[config.mk]
export PLATFORM = sky130hd
export DESIGN_NAME = load_sync_ctrl
export DESIGN_NICKNAME = d
export VERILOG_FILES = /design/src/rtl/load_sync_ctrl.sv
export SDC_FILE = /design/constraint.sdc
export NUM_CORES = 1
export LEC_CHECK = 0
export ABC_AREA = 0
export BUFFER_PORTS_ARGS = -buffer_cell sky130_fd_sc_hd__buf_2
export CAP_MARGIN = 20
export CORE_MARGIN = 2
export CORE_UTILIZATION = 55
export CTS_BUF_LIST = sky130_fd_sc_hd__clkbuf_4 sky130_fd_sc_hd__clkbuf_8
export DETAILED_ROUTE_END_ITERATION = 6
export GPL_TIMING_DRIVEN = 1
export PLACE_DENSITY = 0.76
export REMOVE_ABC_BUFFERS = 1
export SYNTH_ARGS = -nofsm -noshare
export SYNTH_HDL_FRONTEND = slang
export SYNTH_SLANG_ARGS = --single-unit
export TNS_END_PERCENT = 10
[constraint.sdc]
create_clock -name clk -period 2.6 [get_ports clk]
set_input_delay 0.13 -clock clk [delete_from_list [all_inputs] [get_ports clk]]
set_output_delay 0.13 -clock clk [all_outputs]
set_load 0.02 [all_outputs]
[src/rtl/load_sync_ctrl.sv]
// load_sync_ctrl
// Conditions the asynchronous load_n, oe_n and load-data pins for the
// 8-bit counter.
// - All inputs are synchronised into clk.
// - load_n is debounced, and each qualified falling edge becomes one
//   registered load request that is offered over a valid/ready handshake.
// - The counter's output enable is derived from the debounced load_n
//   level and the synchronised oe_n.

module load_sync_ctrl #(
  parameter int unsigned WIDTH           = 8,
  parameter int unsigned SYNC_STAGES     = 2,
  parameter int unsigned DEBOUNCE_CYCLES = 4
) (
  input  logic             clk,
  input  logic             rst_n,
  input  logic             load_n_async,
  input  logic             oe_n_async,
  input  logic [WIDTH-1:0] data_async,
  output logic             load_valid,
  output logic [WIDTH-1:0] load_value,
  input  logic             load_ready,
  output logic             out_en,
  output logic             load_overrun
);

  // The counter only ever has to reach DEBOUNCE_CYCLES, so it never wraps.
  localparam int unsigned CNT_W = $clog2(DEBOUNCE_CYCLES + 1);
  localparam logic [CNT_W-1:0] CNT_MAX = CNT_W'(DEBOUNCE_CYCLES);
  localparam logic [CNT_W-1:0] CNT_ONE = CNT_W'(1);

  typedef enum logic [1:0] {
    S_HIGH      = 2'd0,
    S_FALL_QUAL = 2'd1,
    S_LOW       = 2'd2,
    S_RISE_QUAL = 2'd3
  } state_t;

  // Synchroniser chains: index 0 is the first flop, the top index is the
  // output used by the rest of the block.
  logic [SYNC_STAGES-1:0]            load_n_sync_q;
  logic [SYNC_STAGES-1:0]            oe_n_sync_q;
  logic [SYNC_STAGES-1:0][WIDTH-1:0] data_sync_q;

  logic             load_n_s;
  logic             oe_n_s;
  logic [WIDTH-1:0] data_s;

  state_t           state_q, state_d;
  logic [CNT_W-1:0] cnt_q, cnt_d;
  logic [CNT_W-1:0] cnt_inc;
  logic             qual_fall;
  logic             level_high;
  logic             xfer;

  logic             load_valid_q;
  logic [WIDTH-1:0] load_value_q;
  logic             out_en_q;
  logic             overrun_q;

  // Control chains reset to the inactive (high) pin level, so a pin held
  // low across reset release is seen as a fresh fall. Data resets to 0,
  // and each data bit is synchronised on its own; the hold requirement on
  // data_async keeps the captured word coherent.
  always_ff @(posedge clk or negedge rst_n) begin
    if (!rst_n) begin
      load_n_sync_q <= '1;
      oe_n_sync_q   <= '1;
      data_sync_q   <= '0;
    end else begin
      load_n_sync_q <= {load_n_sync_q[SYNC_STAGES-2:0], load_n_async};
      oe_n_sync_q   <= {oe_n_sync_q[SYNC_STAGES-2:0], oe_n_async};
      data_sync_q   <= {data_sync_q[SYNC_STAGES-2:0], data_async};
    end
  end

  assign load_n_s = load_n_sync_q[SYNC_STAGES-1];
  assign oe_n_s   = oe_n_sync_q[SYNC_STAGES-1];
  assign data_s   = data_sync_q[SYNC_STAGES-1];

  assign cnt_inc    = cnt_q + CNT_ONE;
  assign level_high = (state_q == S_HIGH) || (state_q == S_FALL_QUAL);
  assign xfer       = load_valid_q && load_ready;

  // Debounce next-state. A level change is accepted only after
  // DEBOUNCE_CYCLES consecutive samples at the new level; any sample back
  // at the old level abandons the attempt. Entering LOW is the one event
  // that raises a load request.
  always_comb begin
    state_d   = state_q;
    cnt_d     = cnt_q;
    qual_fall = 1'b0;
    case (state_q)
      S_HIGH: begin
        if (!load_n_s) begin
          if (DEBOUNCE_CYCLES == 1) begin
            state_d   = S_LOW;
            cnt_d     = '0;
            qual_fall = 1'b1;
          end else begin
            state_d = S_FALL_QUAL;
            cnt_d   = CNT_ONE;
          end
        end
      end
      S_FALL_QUAL: begin
        if (load_n_s) begin
          state_d = S_HIGH;
          cnt_d   = '0;
        end else if (cnt_inc == CNT_MAX) begin
          state_d   = S_LOW;
          cnt_d     = '0;
          qual_fall = 1'b1;
        end else begin
          cnt_d = cnt_inc;
        end
      end
      S_LOW: begin
        if (load_n_s) begin
          if (DEBOUNCE_CYCLES == 1) begin
            state_d = S_HIGH;
            cnt_d   = '0;
          end else begin
            state_d = S_RISE_QUAL;
            cnt_d   = CNT_ONE;
          end
        end
      end
      S_RISE_QUAL: begin
        if (!load_n_s) begin
          state_d = S_LOW;
          cnt_d   = '0;
        end else if (cnt_inc == CNT_MAX) begin
          state_d = S_HIGH;
          cnt_d   = '0;
        end else begin
          cnt_d = cnt_inc;
        end
      end
      default: begin
        state_d = S_HIGH;
        cnt_d   = '0;
      end
    endcase
  end

  // FSM state plus registered outputs.
  // - A qualified fall that meets a still-pending request marks an
  //   overrun and keeps the older data, unless the counter accepts the
  //   older request on that same edge.
  // - out_en tracks the registered debounced level, so it lags a level
  //   change by one edge.
  always_ff @(posedge clk or negedge rst_n) begin
    if (!rst_n) begin
      state_q      <= S_HIGH;
      cnt_q        <= '0;
      load_valid_q <= 1'b0;
      load_value_q <= '0;
      out_en_q     <= 1'b0;
      overrun_q    <= 1'b0;
    end else begin
      state_q  <= state_d;
      cnt_q    <= cnt_d;
      out_en_q <= level_high && !oe_n_s;
      if (qual_fall) begin
        if (!load_valid_q || xfer) begin
          load_value_q <= data_s;
          load_valid_q <= 1'b1;
        end else begin
          overrun_q <= 1'b1;
        end
      end else if (xfer) begin
        load_valid_q <= 1'b0;
      end
    end
  end

  assign load_valid   = load_valid_q;
  assign load_value   = load_value_q;
  assign out_en       = out_en_q;
  assign load_overrun = overrun_q;

endmodule

## Word level (Yosys, flattened, before mapping)

Cells that the tools add are included.

| storage, ports and cells | value |
|---|---|
| register bits | 36 |
| input bits | 13 |
| word-level logic and storage cells | 53 |

| operators by class | value |
|---|---|
| $add $sub $neg | 1 |
| eq/ne operators | 9 |
| mux-type cells | 19 |
| bitwise gates (word level) | 1 |
| reductions and logical operators | 13 |

Operators with widths:

| cell | count |
|---|---|
| $mux W3 | 5 |
| $mux W2 | 6 |
| $pmux W3 S4 | 1 |
| $pmux W2 S4 | 1 |
| $reduce_and A2 Y1 | 4 |
| $mux W1 | 6 |
| $eq A2 B2 Y1 const B | 2 |
| $ne A2 B2 Y1 const B | 2 |
| $reduce_and A4 Y1 | 1 |
| $add A3 B1 Y3 const B | 1 |
| $eq A3 B3 Y1 const B | 1 |
| $ne A3 B2 Y1 const B | 1 |
| $ne A3 B3 Y1 const B | 1 |
| $eq A2 B1 Y1 const B | 1 |
| $logic_and A1 B1 Y1 | 2 |
| $logic_not A1 Y1 | 2 |
| $logic_not A2 Y1 | 1 |
| $logic_or A1 B1 Y1 | 2 |
| $ne A2 B1 Y1 const B | 1 |
| $reduce_bool A2 Y1 | 1 |
| $not A1 Y1 | 1 |

## Logic depth before layout (Yosys ltp)

Gate-level depths: netlist of run 1.

| depth | value |
|---|---|
| depth after elaboration | 7 |
| depth in mapped cells | 4 |
| gate-level depth less buffers | 4 |

## Worst setup path before layout of run 1

OpenSTA, ideal clock, no wires.

| timing path | value |
|---|---|
| path type | register to register |
| start | register cnt_q[0] |
| end | register load_value_q[0], in the netlist load_value[0] |
| library setup time | 0.125 ns |
| data arrival time | 1.371 ns |
| setup slack | 1.105 ns |
| cell stages (with the launch flop) | 5 |
| clock period less this slack | 1.495 ns |
| cell sequence | dfrtp_1 ha_1 xor2_2 nand4_4 mux2_2 |

| between the ends | value |
|---|---|
| cells in the longest elaborated chain, start to end | 6 |

Ends and longest elaborated chain:

| item | line | source |
|---|---|---|
| start: declaration | 50 | `logic [CNT_W-1:0] cnt_q, cnt_d;` |
| start signal: assignment | 163 | `cnt_q <= cnt_d;` |
| $add A3 B1 Y3 | 81 | `assign cnt_inc = cnt_q + CNT_ONE;` |
| $eq A3 B3 Y1 | 110 | `end else if (cnt_inc == CNT_MAX) begin` |
| $mux W1 | 110 |  |
| $mux W1 | 107 | `if (load_n_s) begin` |
| $mux W1 | 93 | `case (state_q)` |
| $reduce_and A2 Y1 (no line) | -- |  |
| end signal: assignment | 167 | `load_value_q <= data_s;` |
| end: declaration | 57 | `logic [WIDTH-1:0] load_value_q;` |

No other way between the ends.
A chain may end at the register's enable or synchronous reset.

## Worst setup path in the final report of run 1

| timing path | value |
|---|---|
| start | register cnt_q[0] |
| end | register load_value_q[6], in the netlist load_value[6] |

Same word-level chain as after synthesis.

==> flow_summary.ini, run 1 <==
[outcome]
status = completed

[placement]
place_congestion = 0.777
place_hpwl_um = 1080
portBuffers = 23
dpl-instance-area_um2 = 1330

[yosys]
synth_xor_xnor_area_share = 0.0212
syn_area_um2 = 1180
ys.flop_type = dfrtp_1
synth-seq-cells = 36
synth.avg_cell_area_um2 = 17.6
synth_top_family_by_area = multiplexers
synth_mux_area_frac = 0.0932
synth-simple-area-share = 0.0678
yosysWarningCount = 0
synth_cell_types = 20
synth_cells = 67
ys_seq_area_frac = 0.767
synth_compound_area_frac = 0.0222
synth-async-reset-ratio = 1.00
synth_edf_count = 0
synth-adder-area-share = 0.0212

[detailed_routing]
vias = 649
drt_iter0_markers = 1
vias_per_cell = 4.84
drc = 0
wire_per_inst_um = 12.8
drtAntennaViolNets = 0
wl_um = 1720
firstDrtPassIters = 2

[sta]
finalCritPeriodShare = 0.636
period_needed_ns = 1.65
slew_headroom = 0.509
grt_setup_unrepaired = no
worst_pin_slew_ns = 0.737
clock_skew_ns = 0.00512
clock.fmax_ghz = 0.604
hold_viol = 0
setup_violations = 0
finalSetupTns_ns = 0
slew_viol_final = 0

[global_routing]
grt_overflow = 0
grt_antenna_before_repair = 0
grt_max_degree = 37
grt_pass1_vias = 660
grt_pass1_wl_um = 3040
grt_use_total = 0.184

[job]
drv_cap = 0

[floorplan]
io_pins = 24
core_area_um2 = 2000
die_height_um = 50.3
die_w_um = 50.3
start_util = 0.590
rows = 16
dieArea_um2 = 2530

[setup_path]
crit_arrival_ns = 1.87
cp-end-kind = flop
crit_family = flip-flops
max_stage_delay_ns = 0.43
cpMaxStageDelayCell = dfrtp_1
crit_path_cell_trace = ha_1 > xor2_2 > nand4_4 > mux2_2
worstSetupPathType = flop to flop
critPathLaunchType = flop
critPathRequiredTime_ns = 2.81
crit_buf_inv = 0
crit_path_max_fanout = 8

[finish]
seqCellArea_um2 = 906
antennaDiodeCount = 0
final_nets = 122
area_growth_syn_to_layout_pct = 25.7
fillers = 128
multi_input_area_um2 = 267
fin_area_um2 = 1490
drive_gt1_frac = 0.421

[clock_network]
clk_pin_slew_ns = 0.09
clk_path_buf_depth = 2
cts_sinks = 36
cts-buffers-inserted = 5
clk_latency_ns = 0.32
ctsRootBufferMaster = clkbuf_4
post_cts_buffers = 0
htree_levels = 2
cts_tree = done

[pwr]
p_leak_nw = 0.750
power_density_nw_per_um2 = 819
ir_worst_vdd_mv = 0.553

[hold_path]
holdCritPathClass = input pin to flop
[layout make-up]
| cell class | count | area share |
|---|---|---|
| Clock buffer | 6 | 0.0303 |
| Clock inverter | 1 | 0.00337 |
| Inverter | 1 | 0.00253 |
| Multi-Input combinational cell | 29 | 0.179 |
| Sequential cell | 36 | 0.610 |
| Tap cell | 27 | 0.0227 |
| Timing Repair Buffer | 34 | 0.152 |
[worst min-delay path: stages]
cell	delay, ns
buf_2	0.07
nand2b_1	0.17
nand2_1	0.07
[kinds of logic (layout without fill, tap and decap cells)]
logic type,count (synthesis),in the layout
muxes,10,10
AOI/OAI and AO/OA,4,4
and+or+nand+nor,11,11
DFF,36,36
buffers and inverters,2,42
adders and majority gates,2,2
xor gates and xnor gates,2,2
[repair_timing]
action / 4_1_cts / 5_1_grt
hold buffers: 11 / 0
resized for setup: 0 / 0
hold endpoints to repair: 42 / 0
[cells in the final DEF, fill, tap and decap left out]
master,Yosys,layout
mux2_2,8,8
xor2_1,1,1
o31ai_1,1,1
nand2_1,3,3
nor3b_2,1,1
ha_1,2,2
dlygate4sd3_1,0,11
o21ai_0,1,1
nand4_4,1,1
o21bai_1,1,1
dfstp_2,4,4
nor2_1,1,1
xor2_2,1,1
nand3b_1,2,2
buf_2,0,23
nand2b_1,1,1
a31oi_1,1,1
dfrtp_1,32,32
clkinv_2,0,1
mux2i_1,2,2
inv_1,1,1
nand3_1,2,2
clkbuf_4,0,6
[Yosys cell counts, types with 2 or more instances]
master | instances | area (µm²)
nand3_1 | 2 | 10.0
ha_1 | 2 | 25.0
mux2_2 | 8 | 90.1
mux2i_1 | 2 | 20.0
dfrtp_1 | 32 | 801
nand2_1 | 3 | 11.3
dfstp_2 | 4 | 105
nand3b_1 | 2 | 15.0
[flip-flops by register name (all words and copies together) (netlist names), named ones only]
signal	cells
oe_n_sync_q	2
state_q	1
data_sync_q	8
out_en	1
load_overrun	1
load_valid	1
data_s	8
cnt_q	3
load_n_sync_q	2
load_value	8
[report_power, final]
part / switching [mW] / internal (mW)
clock network: 0.156 / 0.110
registers: 0.0562 / 0.643
logic: 0.140 / 0.111
[path summary, 6_finish.rpt]
kind | from | endpoint | slack, ns | cells past startpoint
worst max-delay path | cnt_q[0]$_DFFE_PN0P_ | load_value[6]$_DFFE_PN0P_ | 0.95 | 4
worst max register to register | cnt_q[0]$_DFFE_PN0P_ | load_value[6]$_DFFE_PN0P_ | 0.95 | 4
min in group asynchronous | rst_n | cnt_q[2]$_DFFE_PN0P_ | 0.39 | 2
worst min-delay path | load_ready | load_valid$_DFFE_PN0P_ | 0.15 | 3
max in group asynchronous | rst_n | data_s[3]$_DFF_PN0_ | 1.73 | 2
worst min register to register | data_sync_q[0]$_DFF_PN0_ | data_s[0]$_DFF_PN0_ | 0.36 | 0
[per-stage QoR]
stage | cells | hold WS (ns) | total power [mW] | worst slack, ns | utilization
after detailed placement | 116 | 0.237 | 0.949 | 0.953 | 0.662
after global placement | 116 | 0.228 | 0.933 | 1.03 | 0.662
after global routing | 134 | 0.141 | 1.30 | 0.845 | 0.742
after floorplan | 66 | -0.166 | 0.860 | 1.10 | -
after CTS | 134 | 0.147 | 1.24 | 0.921 | 0.742
final | 134 | 0.153 | 1.22 | 0.945 | 0.742
[metal layers]
layer / GRT usage / vias to the layer above / part of all wire
met2: 0.276 / 23 / 0.52
met5: 0 / - / 0
met1: 0.200 / 316 / 0.39
met4: 0.0946 / 0 / 0.0070
met3: 0.116 / 2 / 0.080
li1: - / 308 / -
(Power assumes the default switching activity.)
==> run 2: changes to the inputs <==
--- a/config.mk
+++ b/config.mk
@@ -5,15 +5,15 @@
 export SDC_FILE = /design/constraint.sdc
 export NUM_CORES = 1
 export LEC_CHECK = 0
-export ABC_AREA = 0
+export ABC_AREA = 1
 export BUFFER_PORTS_ARGS = -buffer_cell sky130_fd_sc_hd__buf_2
 export CAP_MARGIN = 20
 export CORE_MARGIN = 2
-export CORE_UTILIZATION = 55
+export CORE_UTILIZATION = 50
 export CTS_BUF_LIST = sky130_fd_sc_hd__clkbuf_4 sky130_fd_sc_hd__clkbuf_8
 export DETAILED_ROUTE_END_ITERATION = 6
 export GPL_TIMING_DRIVEN = 1
-export PLACE_DENSITY = 0.76
+export PLACE_DENSITY = 0.72
 export REMOVE_ABC_BUFFERS = 1
 export SYNTH_ARGS = -nofsm -noshare
 export SYNTH_HDL_FRONTEND = slang
==> constraint.sdc (replaced) <==
create_clock -name clk -period 1.5 [get_ports clk]
set_input_delay 0.075 -clock clk [delete_from_list [all_inputs] [get_ports clk]]
set_output_delay 0.075 -clock clk [all_outputs]
set_load 0.02 [all_outputs]
==> run 2 against run 1 <==
Compared with the run above: worst setup slack worse by 0.79 ns; design area is 5.4% higher; register-to-register slack worse by 0.79 ns; total power is 92% higher; critical path type unchanged; largest power group unchanged.
==> flow_summary.ini, run 2 <==
[job]
drv_cap = 0

[setup_path]
critPathRequiredTime_ns = 1.77
crit_path_max_fanout = 12
critPathLaunchType = flop
crit_arrival_ns = 1.62
r2r-start = cnt_q[0]$_DFFE_PN0P_
critPathMostFrequentCell = nand2_1
crit_path_cell_trace = ha_1 > nand2_1 > nand2_2 > nor2_4 > nand2_1 > o21bai_1
cp-end-kind = flop
cpMaxStageDelayCell = dfrtp_1
crit_start = cnt_q[0]$_DFFE_PN0P_
ff2ff_path_depth = 6
max_stage_delay_ns = 0.43
worstSetupPathType = flop to flop

[sta]
hold_viol = 0
slew_viol_final = 0
clock_skew_ns = 0.00507
setup_violations = 0
worst_pin_slew_ns = 0.748
finalSetupTns_ns = 0
slew_headroom = 0.501
period_needed_ns = 1.35
grt_setup_unrepaired = no
finalCritPeriodShare = 0.899
clock.fmax_ghz = 0.742

[pwr]
ir_worst_vdd_mv = 0.893
p_leak_nw = 0.825
fin_total_pwr_mw = 2.33
power_density_nw_per_um2 = 1490

[detailed_routing]
drtAntennaViolNets = 0
wl_met3_um = 105
firstDrtPassIters = 4
wire_per_inst_um = 10.6
top_layer = met4
vias = 787
drt-met1-wl_um = 821
wl_um = 1820
vias_per_cell = 4.60
drc = 0
wl_met2_um = 854
drt_iter0_markers = 20

[hold_path]
holdCritPathClass = input pin to flop
min_from = load_ready
min_path_cells = 5

[finish]
final_cell_mix = 32 x dfrtp_1, 29 x nand2_1, 23 x buf_2, 11 x dlygate4sd3_1, 8 x nand4_1
layout_commonest_cell = dfrtp_1
drive_gt1_frac = 0.305
final_nets = 155
antennaDiodeCount = 0
area_growth_syn_to_layout_pct = 24.7

[clock_network]
clk_path_buf_depth = 2
cts_sinks = 36
cts-buffers-inserted = 5
clk_latency_ns = 0.34
ctsResizeCount = 0
ctsRootBufferMaster = clkbuf_4
cts_tree = done
htree_levels = 2
clk_pin_slew_ns = 0.11

[placement]
place_hpwl_um = 1240
portBuffers = 23
place_congestion = 0.779

[floorplan]
rows = 18
die_w_um = 54.1
dieArea_um2 = 2930
io_pins = 24
start_util = 0.516
die_height_um = 54.1
core_area_um2 = 2430

[global_routing]
grt_pass1_vias = 673
grt_overflow = 0
grt_max_degree = 37
grt_antenna_before_repair = 0
grt_pass1_wl_um = 2960
grt_use_total = 0.154

[yosys]
synth_cell_types = 20
synth-seq-cells = 36
yosysWarningCount = 0
yosys-top-cells-area = dfrtp_1 64%, nand2_1 8.7%, dfstp_2 8.4%
syn_area_um2 = 1250
ys_seq_area_frac = 0.722
synth.most_common_cell = dfrtp_1
synth_edf_count = 0
ys.flop_type = dfrtp_1
synth.avg_cell_area_um2 = 12.5
synth_top_cell_by_area = dfrtp_1
synth_common_cells = 32 x dfrtp_1, 29 x nand2_1, 8 x nand4_1
synth.top_cell.area_share = 0.638
synth-async-reset-ratio = 1.00
synth_cells = 100

[outcome]
status = completed
[run 2: cell types whose count changed in the layout (fill, tap and decap cells not counted), moves of 3 or more]
cell / delta
a21oi_1: +3
inv_1: +3
nand4_1: +8
nor2_1: +4
mux2_2: -8
nand2_1: +26
[run 2: what timing repair did]
item	CTS	global route
hold buffers	11	0
endpoints found under the hold margin	42	0
setup buffers	0	0
setup endpoints to repair	0	0
[run 2: routing by layer]
layer,vias to the layer above,GRT usage
met4,0,0.0750
li1,398,-
met3,6,0.0833
met2,18,0.213
met5,-,0
met1,365,0.195
[run 2: where the power goes]
| group | internal [mW] | switching, mW |
|---|---|---|
| clock | 0.232 | 0.326 |
| sequential | 1.13 | 0.109 |
| combinational | 0.201 | 0.329 |
[run 2: metrics by stage]
step	instances	utilization	hold slack [ns]	cell area (µm²)	setup WS, ns
2_1_floorplan	97	-	-0.221	1220	0.137
3_3_place_gp	152	0.572	0.177	1390	0.204
3_5_place_dp	152	0.572	0.181	1390	0.186
4_1_cts	171	0.644	0.199	1570	0.151
5_1_grt	171	0.644	0.241	1570	0.0588
6_report	171	0.644	0.206	1570	0.152
[run 2: cell type report]
cell class                      count  area, µm²
Sequential cell                    36        906
Fill cell                         196        867
Multi-Input combinational cell     56        298
Tap cell                           30       37.5
Inverter                            5       18.8
Timing Repair Buffer               36        240
Clock inverter                      2       13.8
Clock buffer                        6       51.3
[run 2: critical path: cells and delay by family (launching register included)]
kind / cells / cell delay [ns]
compound gates: 1 / 0.14
fa+ha+maj: 1 / 0.24
flops: 1 / 0.43
simple gates: 4 / 0.46
[run 2: path summary, 6_finish.rpt]
kind	slack [ns]	to
min	0.21	load_valid$_DFFE_PN0P_
min in group asynchronous	0.33	async pin
max in group asynchronous	0.71	load_value[1]$_DFFE_PN0P_
max reg2reg	0.15	load_overrun$_DFFE_PN0P_
min reg2reg	0.36	data_s[4]$_DFF_PN0_
max	0.15	load_overrun$_DFFE_PN0P_
[run 2: kinds of logic after synthesis]
family                     count (synthesis)  share of synthesized area
AOI/OAI and AO/OA                          5                     0.0219
adders and majority gates                  2                     0.0199
buffers and inverters                      8                     0.0409
DFF                                       36                      0.722
and+or+nand+nor                           49                      0.195
==> run 3: changes to the inputs <==
--- a/config.mk
+++ b/config.mk
@@ -10,11 +10,12 @@
 export CAP_MARGIN = 20
 export CORE_MARGIN = 2
 export CORE_UTILIZATION = 50
-export CTS_BUF_LIST = sky130_fd_sc_hd__clkbuf_4 sky130_fd_sc_hd__clkbuf_8
+export CTS_BUF_LIST = sky130_fd_sc_hd__clkbuf_4
 export DETAILED_ROUTE_END_ITERATION = 6
 export GPL_TIMING_DRIVEN = 1
 export PLACE_DENSITY = 0.72
 export REMOVE_ABC_BUFFERS = 1
+export SLEW_MARGIN = 10
 export SYNTH_ARGS = -nofsm -noshare
 export SYNTH_HDL_FRONTEND = slang
 export SYNTH_SLANG_ARGS = --single-unit
==> run 3 against run 2 <==
Compared with the run above: count of clock-buffer cells in the layout down 1; cell count unchanged; design area down 0.64%; sequential power about the same; largest power group unchanged; worst setup slack better by 0.00062 ns; fmax about the same; sequential share of layout area up 0.37 points; global-route usage unchanged; clock skew up 0.00066 ns; utilization down 0.41 points; critical path type unchanged.
==> flow_summary.ini, run 3 (same netlist as run 2, synthesis figures left out) <==
[hold_path]
holdCritPathClass = input pin to flop

[setup_path]
crit_arrival_ns = 1.62
critPathMostFrequentCell = nand2_1
reg2reg_slack_ns = 0.15
r2r_end = load_overrun$_DFFE_PN0P_
crit_path_max_fanout = 12
crit_start = cnt_q[0]$_DFFE_PN0P_
critPathRequiredTime_ns = 1.77
worstSetupPathType = flop to flop
r2r-start = cnt_q[0]$_DFFE_PN0P_
max_stage_delay_ns = 0.43
crit_path_cell_trace = ha_1 > nand2_1 > nand2_2 > nor2_4 > nand2_1 > o21bai_1
cp-end-kind = flop
critPathLaunchType = flop
ff2ff_path_depth = 6
crit_path_end = load_overrun$_DFFE_PN0P_
cpMaxStageDelayCell = dfrtp_1

[outcome]
status = completed

[floorplan]
core_area_um2 = 2430
start_util = 0.516
die_w_um = 54.1
die_height_um = 54.1
dieArea_um2 = 2930
rows = 18
io_pins = 24

[detailed_routing]
firstDrtPassIters = 4
vias = 789
drc = 0
wire_per_inst_um = 10.6
vias_per_cell = 4.61
wl_um = 1820
drtAntennaViolNets = 0
drt_iter0_markers = 20

[placement]
place_ws_ns = 0.186
place_congestion = 0.779
place_hpwl_um = 1240
portBuffers = 23
dpl-instance-area_um2 = 1390

[clock_network]
cts_sinks = 36
clk_path_buf_depth = 2
htree_levels = 2
clk_pin_slew_ns = 0.11
clk_latency_ns = 0.34
cts-buffers-inserted = 5
ctsRootBufferMaster = clkbuf_4
cts_tree = done

[sta]
clock.fmax_ghz = 0.742
grt_setup_unrepaired = no
slew_headroom = 0.501
period_needed_ns = 1.35
finalCritPeriodShare = 0.898
setup_violations = 0
clock_skew_ns = 0.00573
timing.hold.ws_ns = 0.206
slew_viol_final = 0
hold_viol = 0
worst_pin_slew_ns = 0.748
finalSetupTns_ns = 0
postLayoutSetupSlackWorst_ns = 0.152

[finish]
fillers = 196
final_cell_mix = 32 x dfrtp_1, 29 x nand2_1, 23 x buf_2, 11 x dlygate4sd3_1, 8 x nand4_1
layout_commonest_cell = dfrtp_1
drive_gt1_frac = 0.298
area_growth_syn_to_layout_pct = 23.9
antennaDiodeCount = 0
utilization = 0.639
fin_area_um2 = 1560
final_nets = 155

[global_routing]
grt_max_degree = 37
grt_overflow = 0
grt_antenna_before_repair = 0
grt_use_total = 0.154
grt_pass1_wl_um = 2960
grt_pass1_vias = 673

[job]
drv_cap = 0

[pwr]
power_density_nw_per_um2 = 1460
p_leak_nw = 0.820
ir_worst_vdd_mv = 0.873
-- run 3: changes by cell type in the layout (fill, tap and decap cells not counted) --
cell      delta
clkinv_1     +1
clkbuf_8     -1
-- run 3: how the worst min path moves through the flow --
stage / startpoint / end / slack [ns] / depth (start not counted)
2_1_floorplan: rst_n / async pin / -0.22 / 0
3_3_place_gp: rst_n / out_en$_DFF_PN0_ / 0.18 / 1
3_5_place_dp: load_n_async / load_n_sync_q[0]$_DFF_PN1_ / 0.18 / 1
4_1_cts: load_ready / load_valid$_DFFE_PN0P_ / 0.20 / 5
5_1_grt: load_ready / load_valid$_DFFE_PN0P_ / 0.24 / 5
6_report: load_ready / load_valid$_DFFE_PN0P_ / 0.21 / 5
-- run 3: routing by layer --
layer	up-vias	share of wire	track usage	routed length (µm)
met5	-	0	0	0
met4	0	0.021	0.0750	39
met3	6	0.058	0.0833	105
met2	18	0.47	0.213	858
met1	366	0.45	0.195	817
li1	399	-	-	-
-- run 3: area by class of cell --
type / instances / area, µm² / area share
Sequential cell: 36 / 906 / 0.582
Tap cell: 30 / 37.5 / 0.0241
Clock buffer: 5 / 37.5 / 0.0241
Inverter: 5 / 18.8 / 0.0121
Multi-Input combinational cell: 56 / 298 / 0.191
Timing Repair Buffer: 36 / 240 / 0.154
Clock inverter: 3 / 17.5 / 0.0113
-- run 3: worst max-delay path: cells and delay by family, from the launching register on --
family                     cells  cell delay (ns)
and+or+nand+nor                4             0.46
AOI/OAI and AO/OA              1             0.14
adders and majority gates      1             0.24
DFF                            1             0.43
-- run 3: power by group --
group	internal, mW	switching, mW
clock network	0.180	0.324
logic	0.201	0.329
registers	1.13	0.109
total	1.52	0.762
-- run 3: metrics by stage --
| stage | std cells | power [mW] |
|---|---|---|
| global route | 171 | 2.44 |
| global placement | 152 | 1.76 |
| CTS | 171 | 2.31 |
| detailed placement | 152 | 1.78 |
| finish | 171 | 2.28 |
| floorplan | 97 | 1.59 |
-- run 3: timing repair --
item | 4_1_cts | 5_1_grt
gates resized for setup | 0 | 0
hold buffers | 11 | 0
buffers inserted | 0 | 0
endpoints found under the hold margin | 42 | 0
